`src/rtl/led_pattern_sequencer_pkg.sv`:
```
// Shared definitions for the LED pattern sequencer.
// Contents:
//   - mode encodings (3 bits)
//   - LED count
//   - mode-advance helper
//   - initial-pattern helper
package led_pattern_sequencer_pkg;

  localparam int unsigned MODE_W = 3;
  localparam int unsigned LED_N  = 4;

  typedef enum logic [MODE_W-1:0] {
    MODE_OFF    = 3'd0,
    MODE_BLINK  = 3'd1,
    MODE_CHASE  = 3'd2,
    MODE_BOUNCE = 3'd3,
    MODE_BINARY = 3'd4
  } mode_e;

  // Mode order driven by the step pulse. BINARY wraps back to OFF.
  function automatic mode_e next_mode(input mode_e m);
    case (m)
      MODE_OFF:    next_mode = MODE_BLINK;
      MODE_BLINK:  next_mode = MODE_CHASE;
      MODE_CHASE:  next_mode = MODE_BOUNCE;
      MODE_BOUNCE: next_mode = MODE_BINARY;
      default:     next_mode = MODE_OFF;
    endcase
  endfunction

  // Pattern loaded on entry to a mode. Bit 0 drives LED_1.
  function automatic logic [LED_N-1:0] init_pattern(input mode_e m);
    case (m)
      MODE_BLINK:  init_pattern = 4'b1111;
      MODE_CHASE:  init_pattern = 4'b0001;
      MODE_BOUNCE: init_pattern = 4'b0001;
      default:     init_pattern = 4'b0000;
    endcase
  endfunction

endpackage

```
`src/rtl/led_tick_gen.sv`:
```
// Pattern tick generator.
// The counter runs 0..g_TICK_DIV-1 and wraps.
// o_Tick is high for the one cycle where the count sits at g_TICK_DIV-1.
// o_Tick is suppressed while disabled.
// Ports:
//   i_Clk    - system clock
//   i_Rst    - synchronous reset, active-high
//   i_Clear  - restart the count from 0 (takes priority over i_Enable)
//   i_Enable - 1 = count, 0 = hold
//   o_Tick   - one-cycle tick
module led_tick_gen #(
  parameter int unsigned g_TICK_DIV = 2500000
) (
  input  logic i_Clk,
  input  logic i_Rst,
  input  logic i_Clear,
  input  logic i_Enable,
  output logic o_Tick
);

  localparam int unsigned W = $clog2(g_TICK_DIV);
  localparam logic [W-1:0] LAST = W'(g_TICK_DIV - 1);

  logic [W-1:0] cnt_q, cnt_d;
  logic         at_last;

  assign at_last = (cnt_q == LAST);
  assign o_Tick  = i_Enable & at_last;

  always_comb begin
    cnt_d = cnt_q;
    if (i_Clear) begin
      cnt_d = '0;
    end else if (i_Enable) begin
      cnt_d = at_last ? '0 : cnt_q + 1'b1;
    end
  end

  always_ff @(posedge i_Clk) begin
    if (i_Rst) begin
      cnt_q <= '0;
    end else begin
      cnt_q <= cnt_d;
    end
  end

endmodule

```
`src/rtl/led_pattern_sequencer.sv`:
```
// LED pattern sequencer.
// Steps the four board LEDs through OFF / BLINK / CHASE / BOUNCE / BINARY.
// A one-cycle i_Step pulse advances the mode.
// The pattern advances once per internally generated tick.
// Ports:
//   i_Clk            - system clock, 25 MHz
//   i_Rst            - synchronous reset, active-high
//   i_Step           - one-cycle pulse, advance mode
//   i_Enable         - 1 = run, 0 = freeze tick count and pattern
//   o_LED_1..o_LED_4 - pattern bits 0..3
//   o_Mode           - current mode encoding
//
// state       | meaning
// OFF    (0)  | all LEDs dark, no pattern updates
// BLINK  (1)  | all LEDs toggle every g_BLINK_TICKS ticks
// CHASE  (2)  | single lit LED rotating toward LED_4
// BOUNCE (3)  | single lit LED sweeping up and down
// BINARY (4)  | LEDs count up modulo 16
module led_pattern_sequencer
  import led_pattern_sequencer_pkg::*;
#(
  parameter int unsigned g_TICK_DIV    = 2500000,
  parameter int unsigned g_BLINK_TICKS = 5
) (
  input  logic              i_Clk,
  input  logic              i_Rst,
  input  logic              i_Step,
  input  logic              i_Enable,
  output logic              o_LED_1,
  output logic              o_LED_2,
  output logic              o_LED_3,
  output logic              o_LED_4,
  output logic [MODE_W-1:0] o_Mode
);

  // Keep at least one bit even when a single tick per half-period is chosen.
  localparam int unsigned BW = (g_BLINK_TICKS > 1) ? $clog2(g_BLINK_TICKS) : 1;
  localparam logic [BW-1:0] BLINK_LAST = BW'(g_BLINK_TICKS - 1);

  mode_e            mode_q, mode_d;
  logic [LED_N-1:0] led_q, led_d;
  logic [BW-1:0]    blink_q, blink_d;
  logic             dir_up_q, dir_up_d;
  logic             tick;
  logic             tick_clr;

  led_tick_gen #(
    .g_TICK_DIV(g_TICK_DIV)
  ) u_tick_gen (
    .i_Clk    (i_Clk),
    .i_Rst    (i_Rst),
    .i_Clear  (tick_clr),
    .i_Enable (i_Enable),
    .o_Tick   (tick)
  );

  always_comb begin
    mode_d   = mode_q;
    led_d    = led_q;
    blink_d  = blink_q;
    dir_up_d = dir_up_q;
    tick_clr = 1'b0;

    if (mode_q > MODE_BINARY) begin
      // Unused encodings recover to a clean OFF state.
      mode_d   = MODE_OFF;
      led_d    = '0;
      blink_d  = '0;
      dir_up_d = 1'b1;
      tick_clr = 1'b1;
    end else if (i_Step) begin
      // A step on the tick cycle wins; the tick is dropped with the count clear.
      mode_d   = next_mode(mode_q);
      led_d    = init_pattern(next_mode(mode_q));
      blink_d  = '0;
      dir_up_d = 1'b1;
      tick_clr = 1'b1;
    end else if (tick) begin
      case (mode_q)
        MODE_BLINK: begin
          if (blink_q == BLINK_LAST) begin
            blink_d = '0;
            led_d   = ~led_q;
          end else begin
            blink_d = blink_q + 1'b1;
          end
        end
        MODE_CHASE: begin
          led_d = {led_q[LED_N-2:0], led_q[LED_N-1]};
        end
        MODE_BOUNCE: begin
          // Direction flips on the move that reaches an end, so each end lights for one tick.
          if (dir_up_q) begin
            led_d = {led_q[LED_N-2:0], 1'b0};
            if (led_q[LED_N-2]) dir_up_d = 1'b0;
          end else begin
            led_d = {1'b0, led_q[LED_N-1:1]};
            if (led_q[1]) dir_up_d = 1'b1;
          end
        end
        MODE_BINARY: begin
          led_d = led_q + 1'b1;
        end
        default: ;
      endcase
    end
  end

  always_ff @(posedge i_Clk) begin
    if (i_Rst) begin
      mode_q   <= MODE_OFF;
      led_q    <= '0;
      blink_q  <= '0;
      dir_up_q <= 1'b1;
    end else begin
      mode_q   <= mode_d;
      led_q    <= led_d;
      blink_q  <= blink_d;
      dir_up_q <= dir_up_d;
    end
  end

  assign o_LED_1 = led_q[0];
  assign o_LED_2 = led_q[1];
  assign o_LED_3 = led_q[2];
  assign o_LED_4 = led_q[3];
  assign o_Mode  = mode_q;

endmodule
```
`config.mk`:
```
export PLATFORM = sky130hd
export DESIGN_NAME = led_pattern_sequencer
export DESIGN_NICKNAME = d
export VERILOG_FILES = /design/src/rtl/led_pattern_sequencer_pkg.sv /design/src/rtl/led_tick_gen.sv /design/src/rtl/led_pattern_sequencer.sv
export SDC_FILE = /design/constraint.sdc
export NUM_CORES = 1
export LEC_CHECK = 0
export ABC_AREA = 1
export ABC_CLOCK_PERIOD_IN_PS = 1400
export BUFFER_PORTS_ARGS = -buffer_cell sky130_fd_sc_hd__buf_4
export CORE_ASPECT_RATIO = 0.7
export CORE_MARGIN = 10
export CORE_UTILIZATION = 55
export DETAILED_ROUTE_END_ITERATION = 16
export PLACE_DENSITY_LB_ADDON = 0.2
export SYNTH_ARGS = -nofsm -noshare
export SYNTH_HDL_FRONTEND = slang
export SYNTH_SLANG_ARGS = --single-unit
```
`constraint.sdc`:
```
create_clock -name i_Clk -period 1.4 [get_ports i_Clk]
set_clock_uncertainty 0.05 [all_clocks]
set_input_delay 0.14 -clock i_Clk [delete_from_list [all_inputs] [get_ports i_Clk]]
set_output_delay 0.14 -clock i_Clk [all_outputs]
set_load 0.03 [all_outputs]
```
==> results.toml <==
[cts]
cts_buffers = 5
cts.sinks = 33
cts_tree = "done"
clock_latency_ps = 290
cts_buffer_depth = 2
clk_pin_slew_ps = 70
hold_buffers = 0
htree_num_levels = 2
cts_root_buf = "clkbuf_8"

[die]
fp.dieH_um = 71.43
coreArea_um2 = 3581
die-area_um2 = 6677
initial_core_util = 0.5804
rows = 18
io_pins = 11
die_w_um = 93.47

[worst_setup_path]
crit_path_end_kind = "flip-flop"
cp.required_ps = 1530
startpoint_type = "flip-flop"
slowest_stage = "dfxtp_4"
arrival_ps = 1860
crit_type = "reg -> reg"
crit_path_cell_trace = "ha_4, nand2_1, inv_2, nand2_2, nor2_4, nand4_1, nor2_2, nand3_1, nand2_1, nor2_1"
cp_common_cell = "nand2_1"
r2r_cells = 10
crit_fanout = 3
max_stage_delay_ps = 370

[run]
maxCapViolCount = 0

[run_status]
status = "finished with violations"
violations = "negative setup slack"

[route]
drt-total-wl_um = 8071
num_vias = 2733
dr.pass1.iters = 5
drtIter0Drc = 396
ant_nets = 0
viasPerCell = 5.941
drcViolationCount = 0
wl_per_cell_um = 17.55

[sta]
fin_crit_sh = 1.235
slew_violations = 0
hold_violations = 0
setup_ws_ps = -328.9
period_minus_slack_ps = 1729
setup_viol = 28
slew_headroom = 0.7050
grt_setup_unrepaired = "yes"
max_freq_mhz = 578.4
tightest_slew_ps = 439.1
fin_tns_setup_ps = -6031

[pwr]
finalPower_mw = 2.044
p_leak_nw = 1.302
power.density_nw_per_um2 = 666.7
ir_worst_vdd_v = 0.0006358

[placed_design]
place_ws_ps = -173.6
dp_hpwl_um = 4524
gp_congestion = 0.9321
place_area_um2 = 2650
io_buffers = 10

[worst_hold_path]
hp-class = "in -> reg"
min_path_cells = 2

[finish]
fin_area_um2 = 3065
areaGrowthSynthToFinish_pct = 47.50
fillers = 180
diodes = 0
drive_above_1_share = 0.4244
layout_commonest_cell = "buf_4"
layout_common_cells = "72 x buf_4, 63 x nand2_1, 50 x nor2_1, 35 x inv_1, 22 x nand3_1"
fin_nets = 417

[yosys]
synth_fp_nets = 334
ys_ff_latch = 33
ys_types = 34
avgSynthCellArea_um2 = 6.375
synth.yosys.seq_area_share = 0.3179
netlist_instances = 326
yosysWarnings = 0
syn_area_um2 = 2078

[grt]
grt-ovfl-total = 0
grt_pass1_vias = 2251
grt_max_degree = 11
antenna_found_initial = 0
grt_use_total = 0.2040
grt_pass1_wl_um = 11070
==> final timing paths <==
kind | startpoint | to | slack, ps
worst max-delay path | u_tick_gen.cnt_q[1]$_SDFFE_PP0P_ | u_tick_gen.cnt_q[20]$_SDFFE_PP0P_ | -330
worst min-delay path | i_Rst | o_Mode[2]$_SDFFE_PP0P_ | 20
worst min register to register | blink_q[2]$_SDFFE_PP0P_ | blink_q[2]$_SDFFE_PP0P_ | 440
worst max register to register | u_tick_gen.cnt_q[1]$_SDFFE_PP0P_ | u_tick_gen.cnt_q[20]$_SDFFE_PP0P_ | -330
==> critical path: cells and delay by family, from the launching register on <==
family / cells / cell delay [ps]
fa+ha+maj: 1 / 160
flops: 1 / 370
buf+inv: 1 / 80
simple gates: 8 / 960
==> cell usage after synthesis <==
| master | number | area (µm²) |
|---|---|---|
| inv_2 | 4 | 15.01 |
| inv_1 | 39 | 146.4 |
| dfxtp_1 | 33 | 660.6 |
| nand4_1 | 7 | 43.79 |
| nor2_1 | 62 | 232.7 |
| nand2_4 | 1 | 11.26 |
| a21oi_1 | 16 | 80.08 |
| o21bai_1 | 1 | 7.510 |
| nor3b_1 | 2 | 15.01 |
| a211oi_1 | 1 | 7.510 |
| o32ai_1 | 1 | 8.760 |
| clkinv_1 | 1 | 3.750 |
| nand3_2 | 1 | 10.01 |
| ha_1 | 4 | 50.05 |
| nor2_2 | 3 | 18.77 |
| nand3_4 | 1 | 17.52 |
| nand3_1 | 26 | 130.1 |
| nand3b_1 | 1 | 7.510 |
| or2_2 | 1 | 6.260 |
| buf_6 | 1 | 11.26 |
| o211ai_1 | 2 | 15.01 |
| o21ai_0 | 11 | 55.05 |
| xor2_1 | 3 | 26.28 |
| clkbuf_1 | 1 | 3.750 |
| buf_4 | 2 | 15.01 |
| nor3_2 | 1 | 10.01 |
| buf_2 | 1 | 5.000 |
| nand2_1 | 78 | 292.8 |
| nor2_4 | 7 | 78.83 |
| nor3_1 | 8 | 40.04 |
| nor3b_2 | 2 | 25.02 |
| a31oi_1 | 1 | 6.260 |
| nand2_2 | 2 | 12.51 |
| xnor2_1 | 1 | 8.760 |
==> through the flow <==
stage / utilization / hold slack, ps / instances
finish: 0.8560 / 23.92 / 460
floorplan: - / 199.7 / 326
detailed placement: 0.7400 / 331.7 / 441
global placement: 0.7400 / 329.9 / 441
global route: 0.8560 / 35.24 / 460
CTS: 0.8155 / 24.85 / 456
==> area by class of cell <==
cell class | instances | area, µm² | share of cell area
clock buffer | 8 | 90.09 | 0.02939
inverter | 44 | 167.7 | 0.05469
multi-input combinational | 244 | 1416 | 0.4620
sequential | 33 | 686.9 | 0.2241
tap | 50 | 62.56 | 0.02041
timing repair buffer | 81 | 641.9 | 0.2094
==> where the power goes <==
group / total [mW] / switching [mW] / internal [mW]
sequential: 0.973 / 0.0201 / 0.953
combinational: 0.310 / 0.192 / 0.118
clock: 0.760 / 0.359 / 0.401
total: 2.04 / 0.571 / 1.47
==> per-layer routing <==
layer | GRT usage | wire length (µm) | vias up
met1 | 0.2876 | 3112 | 1234
met2 | 0.2874 | 3589 | 242
li1 | - | - | 1208
met3 | 0.06556 | 1016 | 49
met5 | 0 | 0 | -
met4 | 0.05631 | 352 | 0
==> sequential cells by signal (all words and copies together), names as in the netlist <==
| signal | count |
|---|---|
| blink_q | 3 |
| u_tick_gen.cnt_q | 22 |
| led_q | 4 |
| dir_up_q | 1 |
| o_Mode | 3 |
==> cells by family after synthesis <==
family | after synthesis | share of synthesized area
adder cells (fa/ha/maj) | 4 | 0.02408
flip-flops | 33 | 0.3179
buffers and inverters | 49 | 0.09632
XOR/XNOR | 4 | 0.01686
AO/OA/AOI/OAI | 33 | 0.08670
AND/OR/NAND/NOR | 203 | 0.4582
==> timing repair <==
action,CTS,global route
buffers inserted,7,5
endpoints found under the setup margin,25,28
pin swaps,25,23
gates resized for setup,40,38
Note: power is estimated with default switching activity, not from simulation.
